$ cat src/rtl/seq_pkg.sv
// Shared definitions for the fetch/execute sequencer: opcodes, FSM states,
// SKIP condition encodings and the effective-address helper.
package seq_pkg;

  localparam logic [3:0] OP_ADD   = 4'h0;
  localparam logic [3:0] OP_HALT  = 4'h1;
  localparam logic [3:0] OP_LOAD  = 4'h2;
  localparam logic [3:0] OP_STORE = 4'h3;
  localparam logic [3:0] OP_CLEAR = 4'h4;
  localparam logic [3:0] OP_SKIP  = 4'h5;
  localparam logic [3:0] OP_JUMP  = 4'h6;

  localparam logic [1:0] SKIP_NEG   = 2'b00;
  localparam logic [1:0] SKIP_ZERO  = 2'b01;
  localparam logic [1:0] SKIP_POS   = 2'b10;
  localparam logic [1:0] SKIP_NEVER = 2'b11;

  typedef enum logic [2:0] {
    ST_IDLE,
    ST_FETCH,
    ST_DECODE,
    ST_MEM,
    ST_HALT
  } state_t;

  // Operand is a byte offset; bit 0 is dropped so accesses stay word aligned.
  function automatic logic [15:0] eff_addr(input logic [11:0] operand);
    return {4'b0000, operand[11:1], 1'b0};
  endfunction

endpackage

$ cat src/rtl/fetch_exec_sequencer_if.sv
// Request/acknowledge memory bus between the sequencer (master) and memory (slave).
interface fetch_exec_sequencer_if;

  logic        mem_req;
  logic        mem_we;
  logic [15:0] mem_addr;
  logic [15:0] mem_wdata;
  logic [15:0] mem_rdata;
  logic        mem_ack;

  modport master (
    output mem_req, mem_we, mem_addr, mem_wdata,
    input  mem_rdata, mem_ack
  );

  modport slave (
    input  mem_req, mem_we, mem_addr, mem_wdata,
    output mem_rdata, mem_ack
  );

endinterface

$ cat src/rtl/seq_skip_eval.sv
// Combinational SKIP condition evaluation from the accumulator and operand[11:10].
module seq_skip_eval
  import seq_pkg::*;
(
  input  logic [15:0] acc,
  input  logic [1:0]  cond,
  output logic        skip
);

  always_comb begin
    skip = 1'b0;
    unique case (cond)
      SKIP_NEG:   skip = acc[15];
      SKIP_ZERO:  skip = (acc == 16'h0000);
      SKIP_POS:   skip = !acc[15] && (acc != 16'h0000);
      SKIP_NEVER: skip = 1'b0;
    endcase
  end

endmodule

$ cat src/rtl/fetch_exec_sequencer.sv
// Multi-cycle fetch/decode/execute sequencer with a single accumulator.
// Define FETCH_EXEC_SEQUENCER_TRAP_EN to halt and flag illegal on undefined opcodes.
module fetch_exec_sequencer
  import seq_pkg::*;
#(
  parameter logic [15:0] RESET_PC = 16'h0000
) (
  input  logic                          clk,
  input  logic                          reset,
  input  logic                          start,
  fetch_exec_sequencer_if.master        bus,
  output logic [15:0]                   pc,
  output logic [15:0]                   ir,
  output logic [15:0]                   acc,
  output logic                          halted,
  output logic                          illegal
);

  state_t      state;
  state_t      next_state;
  logic [3:0]  opcode;
  logic [15:0] ea;
  logic        skip;
  logic        req;
  logic        we;
  logic [15:0] addr;
  logic [15:0] wdata;

  assign opcode = ir[15:12];
  assign ea     = eff_addr(ir[11:0]);

  seq_skip_eval u_skip_eval (
    .acc  (acc),
    .cond (ir[11:10]),
    .skip (skip)
  );

  always_ff @(posedge clk or posedge reset) begin
    if (reset) state <= ST_IDLE;
    else       state <= next_state;
  end

  always_comb begin
    next_state = state;
    case (state)
      ST_IDLE:   if (start) next_state = ST_FETCH;
      ST_FETCH:  if (bus.mem_ack) next_state = ST_DECODE;
      ST_DECODE: begin
        case (opcode)
          OP_ADD, OP_LOAD, OP_STORE:   next_state = ST_MEM;
          OP_HALT:                     next_state = ST_HALT;
          OP_CLEAR, OP_SKIP, OP_JUMP:  next_state = ST_FETCH;
`ifdef FETCH_EXEC_SEQUENCER_TRAP_EN
          default:                     next_state = ST_HALT;
`else
          default:                     next_state = ST_FETCH;
`endif
        endcase
      end
      ST_MEM:    if (bus.mem_ack) next_state = ST_FETCH;
      ST_HALT:   next_state = ST_HALT;
      default:   next_state = ST_IDLE;
    endcase
  end

  // Bus outputs decode purely from state, so an async reset drops mem_req at once.
  always_comb begin
    req    = 1'b0;
    we     = 1'b0;
    addr   = 16'h0000;
    wdata  = 16'h0000;
    halted = 1'b0;
    case (state)
      ST_FETCH: begin
        req  = 1'b1;
        addr = pc;
      end
      ST_MEM: begin
        req  = 1'b1;
        addr = ea;
        if (opcode == OP_STORE) begin
          we    = 1'b1;
          wdata = acc;
        end
      end
      ST_HALT: halted = 1'b1;
      default: ;
    endcase
  end

  assign bus.mem_req   = req;
  assign bus.mem_we    = we;
  assign bus.mem_addr  = addr;
  assign bus.mem_wdata = wdata;

  always_ff @(posedge clk or posedge reset) begin
    if (reset) begin
      pc  <= RESET_PC;
      ir  <= 16'h0000;
      acc <= 16'h0000;
    end else begin
      case (state)
        ST_FETCH: begin
          if (bus.mem_ack) begin
            ir <= bus.mem_rdata;
            pc <= pc + 16'd2;
          end
        end
        ST_DECODE: begin
          case (opcode)
            OP_CLEAR: acc <= 16'h0000;
            OP_JUMP:  pc  <= ea;
            OP_SKIP:  if (skip) pc <= pc + 16'd2;
            default:  ;
          endcase
        end
        ST_MEM: begin
          if (bus.mem_ack) begin
            if (opcode == OP_LOAD)     acc <= bus.mem_rdata;
            else if (opcode == OP_ADD) acc <= acc + bus.mem_rdata;
          end
        end
        default: ;
      endcase
    end
  end

`ifdef FETCH_EXEC_SEQUENCER_TRAP_EN
  always_ff @(posedge clk or posedge reset) begin
    if (reset)                                        illegal <= 1'b0;
    else if (state == ST_DECODE && opcode > OP_JUMP)  illegal <= 1'b1;
  end
`else
  assign illegal = 1'b0;
`endif

endmodule

$ cat src/flat_wrapper.sv
// flat-port wrapper written by rule: the top's interface ports become plain ports
module fetch_exec_sequencer_flat import seq_pkg::*;
#(
  parameter logic [15:0] RESET_PC = 16'h0000
)
  (clk, reset, start, pc, ir, acc, halted, illegal, bus_mem_req, bus_mem_we, bus_mem_addr, bus_mem_wdata, bus_mem_rdata, bus_mem_ack);
  fetch_exec_sequencer_if bus_i ();
  input  logic clk;
  input  logic reset;
  input  logic start;
  output logic [15:0] pc;
  output logic [15:0] ir;
  output logic [15:0] acc;
  output logic halted;
  output logic illegal;
  output wire logic [$bits(bus_i.mem_req)-1:0] bus_mem_req;
  output wire logic [$bits(bus_i.mem_we)-1:0] bus_mem_we;
  output wire logic [$bits(bus_i.mem_addr)-1:0] bus_mem_addr;
  output wire logic [$bits(bus_i.mem_wdata)-1:0] bus_mem_wdata;
  input wire logic [$bits(bus_i.mem_rdata)-1:0] bus_mem_rdata;
  input wire logic [$bits(bus_i.mem_ack)-1:0] bus_mem_ack;
  assign bus_mem_req = bus_i.mem_req;
  assign bus_mem_we = bus_i.mem_we;
  assign bus_mem_addr = bus_i.mem_addr;
  assign bus_mem_wdata = bus_i.mem_wdata;
  assign bus_i.mem_rdata = bus_mem_rdata;
  assign bus_i.mem_ack = bus_mem_ack;
  fetch_exec_sequencer #(.RESET_PC(RESET_PC)) u_core (.clk(clk), .reset(reset), .start(start), .bus(bus_i), .pc(pc), .ir(ir), .acc(acc), .halted(halted), .illegal(illegal));
endmodule
$ cat config.mk
export PLATFORM = sky130hd
export DESIGN_NAME = fetch_exec_sequencer_flat
export DESIGN_NICKNAME = d
export VERILOG_FILES = /design/src/rtl/seq_pkg.sv /design/src/rtl/fetch_exec_sequencer_if.sv /design/src/rtl/seq_skip_eval.sv /design/src/rtl/fetch_exec_sequencer.sv /design/src/flat_wrapper.sv
export SDC_FILE = /design/constraint.sdc
export NUM_CORES = 1
export LEC_CHECK = 0
export CAP_MARGIN = 20
export CORE_MARGIN = 8
export CORE_UTILIZATION = 40
export DETAILED_ROUTE_END_ITERATION = 7
export GPL_TIMING_DRIVEN = 0
export PLACE_DENSITY = 0.66
export SLEW_MARGIN = 10
export SYNTH_ARGS = -nofsm -noshare
export SYNTH_HDL_FRONTEND = slang
export SYNTH_SLANG_ARGS = --single-unit
$ cat constraint.sdc
create_clock -name clk -period 4.1 [get_ports clk]
set_input_delay 0.82 -clock clk [delete_from_list [all_inputs] [get_ports clk]]
set_output_delay 0.82 -clock clk [all_outputs]
set_load 0.005 [all_outputs]
Word-level counts from Yosys, hierarchy flattened --
Cells that the tools add are included. W data, S select, Z words.
Storage, ports and cells: bits in latches 0, memories 0, input port bits 20, output and inout bits 84, bits in read-only memories 0, register bits 51, logic and storage cells 63, bits in writable memories 0
Cells by class: order comparisons 0, multiplexer cells 22, $add $sub $neg 2, shift-type cells 0, divide/modulo/power cells 0, reductions and logical operators 15, bitwise operators 0, multiply operators 0, equality and inequality tests 20
Operator list (number):
- $mux W16 | 8
- $pmux W16 S2 | 4
- $add A16 B16 Y16 | 1
- $add A16 B2 Y16 const B | 1
- $logic_not A16 Y1 | 1
- $reduce_bool A16 Y1 | 1
- $pmux W3 S5 | 1
- $eq A4 B3 Y1 const B | 3
- $mux W3 | 3
- $eq A4 B2 Y1 const B | 2
- $ne A2 B2 Y1 const B | 4
- $reduce_and A4 Y1 | 2
- $eq A3 B2 Y1 const B | 2
- $pmux W3 S2 | 1
- $eq A2 B2 Y1 const B | 2
- $eq A4 B1 Y1 const B | 1
- $logic_not A4 Y1 | 1
- $mux W1 | 4
- $pmux W1 S4 | 1
- $reduce_bool A2 Y1 | 2
- $eq A3 B1 Y1 const B | 1
- $eq A3 B3 Y1 const B | 1
- $logic_not A3 Y1 | 1
- $ne A3 B1 Y1 const B | 1
- other kinds (10) | 10

Logic depth before layout (Yosys ltp) --
Gate-level depths: netlist of run 1.
depth in word-level cells 6, depth in mapped cells 9, depth with buffers taken out 8

Cells and area by module --
A second synthesis of run 1 with hierarchy kept.
Unflattened totals: cell total of the unflattened synthesis 418, area, all modules 3736.1 µm²
By module, submodules not included:
- fetch_exec_sequencer | seq. area each 1251.2 µm², area each 3668.5 µm², cells an instance 407, instances 1
- seq_skip_eval | seq. area each 0.0 µm², area each 67.6 µm², cells an instance 11, instances 1

Worst setup path after synthesis of run 1 --
No wires, ideal clock.
path kind input to register, start point in bus_mem_rdata[0], end point reg u_core.acc[8], arrival time 2.612 ns, data required time 3.974 ns, path slack 1.362 ns, cell stages on the path 8, path buffers 0, path through ha_1 fa_1 a211oi_1 o21bai_1 a21o_1 a31oi_1 xnor2_1 a221o_1
Between the ends: cells in the longest elaborated chain, start to end 5
Ends and longest elaborated chain:
- from (decl) | RTL line flat_wrapper.sv:20 | input wire logic [$bits(bus_i.mem_rdata)-1:0] bus_mem_rdata;
- $add A16 B16 Y16 | RTL line fetch_exec_sequencer.sv:120 | else if (opcode == OP_ADD) acc <= acc + bus.mem_rdata;
- $mux W16 | RTL line fetch_exec_sequencer.sv:120
- $mux W16 | RTL line fetch_exec_sequencer.sv:119 | if (opcode == OP_LOAD) acc <= bus.mem_rdata;
- $mux W16 | RTL line fetch_exec_sequencer.sv:118 | if (bus.mem_ack) begin
- $pmux W16 S2 | RTL line fetch_exec_sequencer.sv:102 | case (state)
- to (signal assigned) | RTL line fetch_exec_sequencer.sv:119
- to (signal assigned) | RTL line fetch_exec_sequencer.sv:120
- to (decl) | RTL line fetch_exec_sequencer.sv:14 | output logic [15:0] acc,
No other way between the ends. The select of a mux whose other input is x is not followed. A chain may end at the register's enable or synchronous reset.

Worst setup path in the final report of run 1 --
start point reg u_core.state[2], end point out bus_mem_wdata[9]
Between the ends: cells in the longest elaborated chain, start to end 2
Ends and longest elaborated chain:
- from (decl) | RTL line fetch_exec_sequencer.sv:19 | state_t state;
- from (signal assigned) | RTL line fetch_exec_sequencer.sv:40 | else state <= next_state;
- $eq A3 B2 Y1 | RTL line fetch_exec_sequencer.sv:73 | case (state)
- $mux W16 | RTL line fetch_exec_sequencer.sv:73
- to (decl) | RTL line flat_wrapper.sv:19 | output wire logic [$bits(bus_i.mem_wdata)-1:0] bus_mem_wdata;
No other way between the ends.

==> impl_metrics.csv, run 1 <==
group,metric,value,unit
run_status,status,"finished, final reports clean",
drt,ant_nets,0,
floorplanning,placementRows,35,
timing,clock_skew,0.0121,ns
clock_tree,clock_sink_count,50,
timing,timing.max_slew.rel_slack,45.5,%
hold_path,worstHoldPathType,"flip-flop to flip-flop",
clock_tree,insertion_delay,0.32,ns
placement,dpl.hpwl,9740,µm
critical_path,crit_path_cell_trace,"nand3b_1, nor3_1, and3_1, clkbuf_1, clkbuf_1, and2_1, clkdlybuf4s50_1",
global_route,via_count_of_the_first_global_routing_pass,3908,
floorplanning,dieHeight,112,µm
global_route,globalRouteTotalUtil,19.9,%
timing,fin_crit_sh,89.6,%
drt,via_per_inst,5.85,
critical_path,setup.worst_path.class,"flip-flop to output port",
cells_and_area,design.final.nets,574,
synth,synth_fa_ha_area_share,5.95,%
timing,worst_max_slew_pin_slew,0.817,ns
synth,syn_area,3700,µm²
global_route,grt_overflow_total,0,
clock_tree,htreeDepth,2,
synth,synth-xor-area-share,2.13,%
timing,final_max_slew_viol_count,0,
floorplanning,io_pins,104,
critical_path,cp_data_required_time,3.28,ns
floorplanning,coreArea,9110,µm²
floorplanning,fp.dieArea,12600,µm²
placement,place.gp.congestion,0.884,
critical_path,worst_setup_path_end_kind,"output port",
drt,routed_wire_length_per_instance,19.3,µm
synth,compound_gate_fraction_of_synth_area,22.0,%
flow_run,max_cap_violations,0,
hold_path,hold_depth,1,
clock_tree,cts_max_path_buffers,2,
clock_tree,worst_setup_hold_path_clk_slew,0.10,ns
synth,yosys_warning_total,0,
timing,rsz_0062_raised_after_global_routing,"no",
critical_path,slowest_cell_delay_on_critical_path,0.51,ns
clock_tree,cts_tree,"built",
clock_tree,post_cts_buffers,0,
pwr,vdd.ir_drop.worst,0.237,mV
synth,avgSynthCellArea,8.66,µm²
critical_path,cp-start-kind,"flip-flop",
drt,wirelength,12600,µm
cells_and_area,seq_area,1250,µm²
global_route,initial_antenna_violation_count,1,
synth,yosys-mux-area-fraction,8.86,%
pwr,static-leakage-power,2.06,nW
drt,detail_route.first_pass.iterations,5,
synth,ys_seq_area_share,33.8,%
critical_path,cell_type_of_the_slowest_stage_on_the_worst_timing_path,"clkdlybuf4s50_1",
global_route,pin_count_of_the_biggest_net_entering_global_routing,27,
synth,mapped_cells,427,
synth,postSynth.asyncResetShare,100,%
cells_and_area,mostFrequentLayoutCell,"clkdlybuf4s50_1",
synth,synth_top_flop_cell,"dfrtp_1",
cells_and_area,fin_util,54.7,%
timing,setup_viol_count_final,0,
cells_and_area,layout.filler_cells,869,
floorplanning,die_w,112,µm
cells_and_area,syn_to_final_growth,34.6,%
clock_tree,numCtsBuffers,5,
cells_and_area,most-common-layout-cells,"100 x clkdlybuf4s50_1, 50 x dfrtp_1, 38 x nand2_1, 38 x nor2_1",
global_route,wire_length_of_the_first_global_routing_pass,20500,µm
clock_tree,cts_hold_buf,0,
clock_tree,cts_resized,0,
synth,register_bit_count_reported_by_yosys,50,
drt,drt_drc_violations_left,0,
cells_and_area,n_antenna_cell,0,
critical_path,most_used_cell_cp,"clkbuf_1",
floorplanning,floorplan.initialDensity,40.6,%
clock_tree,cts.root.buffer_cell,"clkbuf_8",
synth,synthSimpleGateAreaFrac,22.3,%
pwr,pwr_density_cell,643,nW/µm²
drt,detailedRoute.firstIterationViolations,186,
cells_and_area,multi_input_gate_area_in_the_final_layout,2280,µm²
placement,buffer_ports.inserted,100,
synth,yosys.cell_types.count,65,
timing,maximum_clock_frequency,272,MHz
synth,number_of_enable_flip_flop_cells_after_synthesis,0,
timing,minimum_clock_period_after_layout,3.67,ns
pwr,total_power,3.20,mW
critical_path,worstRegToRegCells,8,
synth,synth_top_family_by_area,"simple AND/OR/NAND/NOR gates",
critical_path,cp.arrival,2.85,ns
cells_and_area,post_route_cells_drive_above_1_share,7.62,%
timing,hold_viol,0,
drt,num_vias,3797,
timing,tns,0,ns
critical_path,path_max_fanout,10,
-- worst max-delay path, delay by kind of cell (launching register included) --
family	cells	cell delay (ns)
buf+inv	3	1.07
flops	1	0.48
simple gates	4	0.98
-- flip-flops by register name, summed over array words and instances (netlist names) --
| name | count |
|---|---|
| u_core.state | 3 |
| u_core.ir | 16 |
| u_core.pc | 15 |
| u_core.acc | 16 |
-- report_power, final --
group	internal (mW)	leakage (nW)	switching, mW	total [mW]
Combinational	0.962	1.38	0.868	1.83
Clock	0.182	0.0504	0.192	0.374
Sequential	0.685	0.634	0.314	0.999
Total	1.83	2.06	1.37	3.20
-- stage by stage --
step | setup WS, ns | hold slack, ns | instance area (µm²) | cells
2_1_floorplan | 1.36 | 0.502 | 3710 | 429
3_3_place_gp | 0.642 | 0.495 | 4850 | 640
3_5_place_dp | 0.599 | 0.532 | 4870 | 641
4_1_cts | 0.414 | 0.554 | 4980 | 649
5_1_grt | 0.184 | 0.564 | 4980 | 649
6_report | 0.426 | 0.549 | 4980 | 649
-- layout make-up --
class | instances | area share, %
plain buffers | 23 | 2.54
clock buffers | 5 | 1.38
clock inverters | 3 | 0.905
inverters | 14 | 1.06
multi-input cells | 342 | 45.7
flip-flops and latches | 50 | 25.1
well taps | 111 | 2.79
repair buffers | 101 | 20.5
-- synthesized netlist by cell type (all sizes together) (7+ instances only) --
cell / number / area [µm²]
a211oi: 10 / 75.1
a21o: 8 / 60.1
a21oi: 17 / 85.1
and2: 21 / 131
and3: 7 / 43.8
buf: 12 / 85.1
clkbuf: 11 / 41.3
dfrtp: 50 / 1250
ha: 16 / 200
inv: 14 / 52.6
mux2: 14 / 158
mux2i: 17 / 170
nand2: 38 / 143
nand3: 10 / 50.1
nor2: 39 / 149
nor3: 20 / 100
o21ai: 29 / 149
o22ai: 7 / 43.8
xnor2: 7 / 61.3
-- routing by layer --
layer	wire (µm)	GRT usage [%]	share of wire, %
met1	5300	23.1	42
met2	5940	34.2	47
met3	1050	6.33	8.3
met4	257	6.38	2.0
met5	13	0	0.10
-- cells by family after synthesis --
group,Yosys count
AND/OR/NAND/NOR,163
multiplexers,31
other,1
XOR/XNOR,9
AO/OA/AOI/OAI,119
flip-flops,50
buffers and inverters,37
adder cells (fa/ha/maj),17
-- final timing paths --
check,from,to,slack (ns)
setup / recovery,u_core.state[2],bus_mem_wdata[9],0.43
hold / removal,u_core.ir[0],u_core.ir[0],0.55
setup reg to reg,u_core.acc[0],u_core.acc[12],1.44
hold reg to reg,u_core.ir[0],u_core.ir[0],0.55
max in group asynchronous,reset,u_core.acc[14],2.65
min in group asynchronous,reset,u_core.pc[5],0.88
Power figures use the tool's default switching activity.
==> run 2, diff against run 1 <==
--- a/config.mk
+++ b/config.mk
@@ -9,9 +9,10 @@
 export CORE_MARGIN = 8
 export CORE_UTILIZATION = 40
 export DETAILED_ROUTE_END_ITERATION = 7
-export GPL_TIMING_DRIVEN = 0
+export GPL_TIMING_DRIVEN = 1
 export PLACE_DENSITY = 0.66
 export SLEW_MARGIN = 10
 export SYNTH_ARGS = -nofsm -noshare
 export SYNTH_HDL_FRONTEND = slang
+export SYNTH_HIERARCHICAL = 1
 export SYNTH_SLANG_ARGS = --single-unit
==> run 2 against run 1 <==
Sequential cell count unchanged; register-to-register slack worse by 0.39 ns; sequential power grew 8%; design area decreased by 2.6%; final cell count decreased by 4.8%; first-iteration DRC count is 11% lower; critical endpoint is now bus_mem_wdata[2].
==> impl_metrics.csv, run 2 <==
group,metric,value,unit
run_status,status,"finished, final reports clean",
floorplanning,coreArea,9150,µm²
pwr,total_power,3.57,mW
pwr,static-leakage-power,2.00,nW
synth,compound_gate_fraction_of_synth_area,21.9,%
cells_and_area,mostFrequentLayoutCell,"clkdlybuf4s50_1",
cells_and_area,design.final.nets,543,
placement,buffer_ports.inserted,100,
global_route,globalRouteTotalUtil,17.5,%
placement,dpl.hpwl,8600,µm
clock_tree,insertion_delay,0.31,ns
drt,drt_drc_violations_left,0,
timing,setup_viol_count_final,0,
clock_tree,post_cts_buffers,0,
drt,via_per_inst,5.71,
clock_tree,cts_hold_buf,0,
timing,timing.max_slew.rel_slack,30.1,%
timing,maximum_clock_frequency,298,MHz
synth,yosys_warning_total,6,
floorplanning,dieHeight,113,µm
synth,synth_fa_ha_area_share,5.89,%
drt,routed_wire_length_per_instance,18.1,µm
timing,minimum_clock_period_after_layout,3.35,ns
critical_path,cp_data_required_time,3.28,ns
synth,synth-xor-area-share,3.05,%
cells_and_area,reg_top3,"u_core/acc (16), u_core/ir (16), u_core/pc (15)",
synth,yosys-mux-area-fraction,8.57,%
critical_path,path_max_fanout,17,
synth,postSynth.asyncResetShare,100,%
hold_path,hold_depth,1,
clock_tree,numCtsBuffers,5,
global_route,pin_count_of_the_biggest_net_entering_global_routing,38,
global_route,initial_antenna_violation_count,0,
synth,mapped_cells,418,
hold_path,worstHoldPathType,"flip-flop to flip-flop",
drt,ant_nets,0,
drt,wirelength,11200,µm
timing,final_max_slew_viol_count,0,
synth,synthDominantAreaCellType,"dfrtp_1",
clock_tree,htreeDepth,2,
global_route,wire_length_of_the_first_global_routing_pass,18100,µm
synth,ys_seq_area_share,33.5,%
timing,hold_viol,0,
pwr,vdd.ir_drop.worst,0.338,mV
timing,fin_crit_sh,81.8,%
drt,detail_route.first_pass.iterations,4,
timing,timing.hold.ws,0.529,ns
cells_and_area,post_route_cells_drive_above_1_share,8.48,%
cells_and_area,n_antenna_cell,0,
synth,synthSimpleGateAreaFrac,22.1,%
cells_and_area,fin_util,53.0,%
synth,yosysTopAreaCellShare,33.5,%
timing,worst_max_slew_pin_slew,1.05,ns
global_route,via_count_of_the_first_global_routing_pass,3418,
critical_path,worstRegToRegCells,10,
synth,yosys.cell_types.count,64,
clock_tree,cts_tree,"built",
clock_tree,cts.root.buffer_cell,"clkbuf_8",
critical_path,cp-start-kind,"flip-flop",
synth,synth_top_flop_cell,"dfrtp_1",
synth,commonest_cells_in_the_synthesized_netlist,"50 x dfrtp_1, 43 x nor2_1, 36 x a21oi_1, 28 x nand2_1, 28 x o21ai_0",
synth,register_bit_count_reported_by_yosys,50,
synth,avgSynthCellArea,8.94,µm²
floorplanning,placementRows,35,
floorplanning,floorplan.initialDensity,40.8,%
synth,synth_top_family_by_area,"simple AND/OR/NAND/NOR gates",
global_route,grt_overflow_total,0,
timing,post_layout_worst_setup_margin,0.746,ns
floorplanning,die_w,113,µm
synth,post-synth-top-count-cell,"dfrtp_1",
synth,synth.top_cells.by_area,"dfrtp_1 33%, ha_1 5.4%, a21oi_1 4.8%, mux2_2 4.8%, nor2_1 4.3%",
synth,syn_area,3740,µm²
flow_run,max_cap_violations,0,
clock_tree,cts_resized,0,
pwr,pwr_density_cell,736,nW/µm²
clock_tree,clock_sink_count,50,
floorplanning,io_pins,104,
critical_path,reg2reg_setup_slack,1.05,ns
placement,placement_cell_area,4760,µm²
clock_tree,worst_setup_hold_path_clk_slew,0.10,ns
critical_path,worst_setup_path_end_kind,"output port",
cells_and_area,final-instance-count-excl-fill,618,
cells_and_area,post-route-cell-area,4850,µm²
placement,place_inst,610,
timing,rsz_0062_raised_after_global_routing,"no",
timing,clock_skew,0.0111,ns
drt,num_vias,3528,
placement,pre_cts_ws,0.732,ns
timing,tns,0,ns
drt,detailedRoute.firstIterationViolations,165,
cells_and_area,syn_to_final_growth,29.8,%
clock_tree,cts_max_path_buffers,2,
cells_and_area,most-common-layout-cells,"100 x clkdlybuf4s50_1, 50 x dfrtp_1, 43 x nor2_1, 36 x a21oi_1",
placement,place.gp.congestion,0.889,
critical_path,cp.arrival,2.53,ns
synth,number_of_enable_flip_flop_cells_after_synthesis,0,
floorplanning,fp.dieArea,12700,µm²
critical_path,setup.worst_path.class,"flip-flop to output port",
[run 2: kinds of logic (layout without fill, tap and decap cells)]
| family | count (synthesis) | count (layout) |
|---|---|---|
| simple gates | 153 | 153 |
| compound gates | 124 | 124 |
| flops | 50 | 50 |
| mux | 30 | 30 |
| buf+inv | 30 | 117 |
| fa+ha+maj | 17 | 17 |
| xor+xnor | 13 | 13 |
| other cells | 1 | 3 |
[run 2: per-layer routing]
metal / share of wire [%] / global-route usage (%)
met1: 45 / 21.9
met2: 49 / 30.1
met3: 5.4 / 3.76
met4: 0.64 / 4.05
met5: 0 / 0
[run 2: area by class of cell]
class | instances | area, µm²
Clock buffer | 5 | 68.8
Tap cell | 111 | 139
Timing Repair Buffer | 103 | 1040
Inverter | 6 | 22.5
Sequential cell | 50 | 1250
Clock inverter | 3 | 23.8
Multi-Input combinational cell | 340 | 2310
Fill cell | 874 | 4300
[run 2: worst paths after layout]
kind,to,start
max,bus_mem_wdata[2],u_core/state[2]
min,u_core/ir[0],u_core/ir[0]
max reg2reg,u_core/pc[14],u_core/acc[1]
min reg2reg,u_core/ir[0],u_core/ir[0]
max in group asynchronous,u_core/acc[9],reset
min in group asynchronous,u_core/pc[14],reset
[run 2: where the power goes]
part	leakage, nW	internal [mW]	switching, mW
sequential	0.612	0.715	0.363
clock	0.0408	0.123	0.183
combinational	1.35	1.18	1.01
total	2.00	2.01	1.56
[run 2: critical path: stages, from the launching register on]
cell	delay [ns]
dfrtp_1	0.51
and3b_1	0.40
and4_1	0.59
and2_1	0.21
clkdlybuf4s50_1	0.51
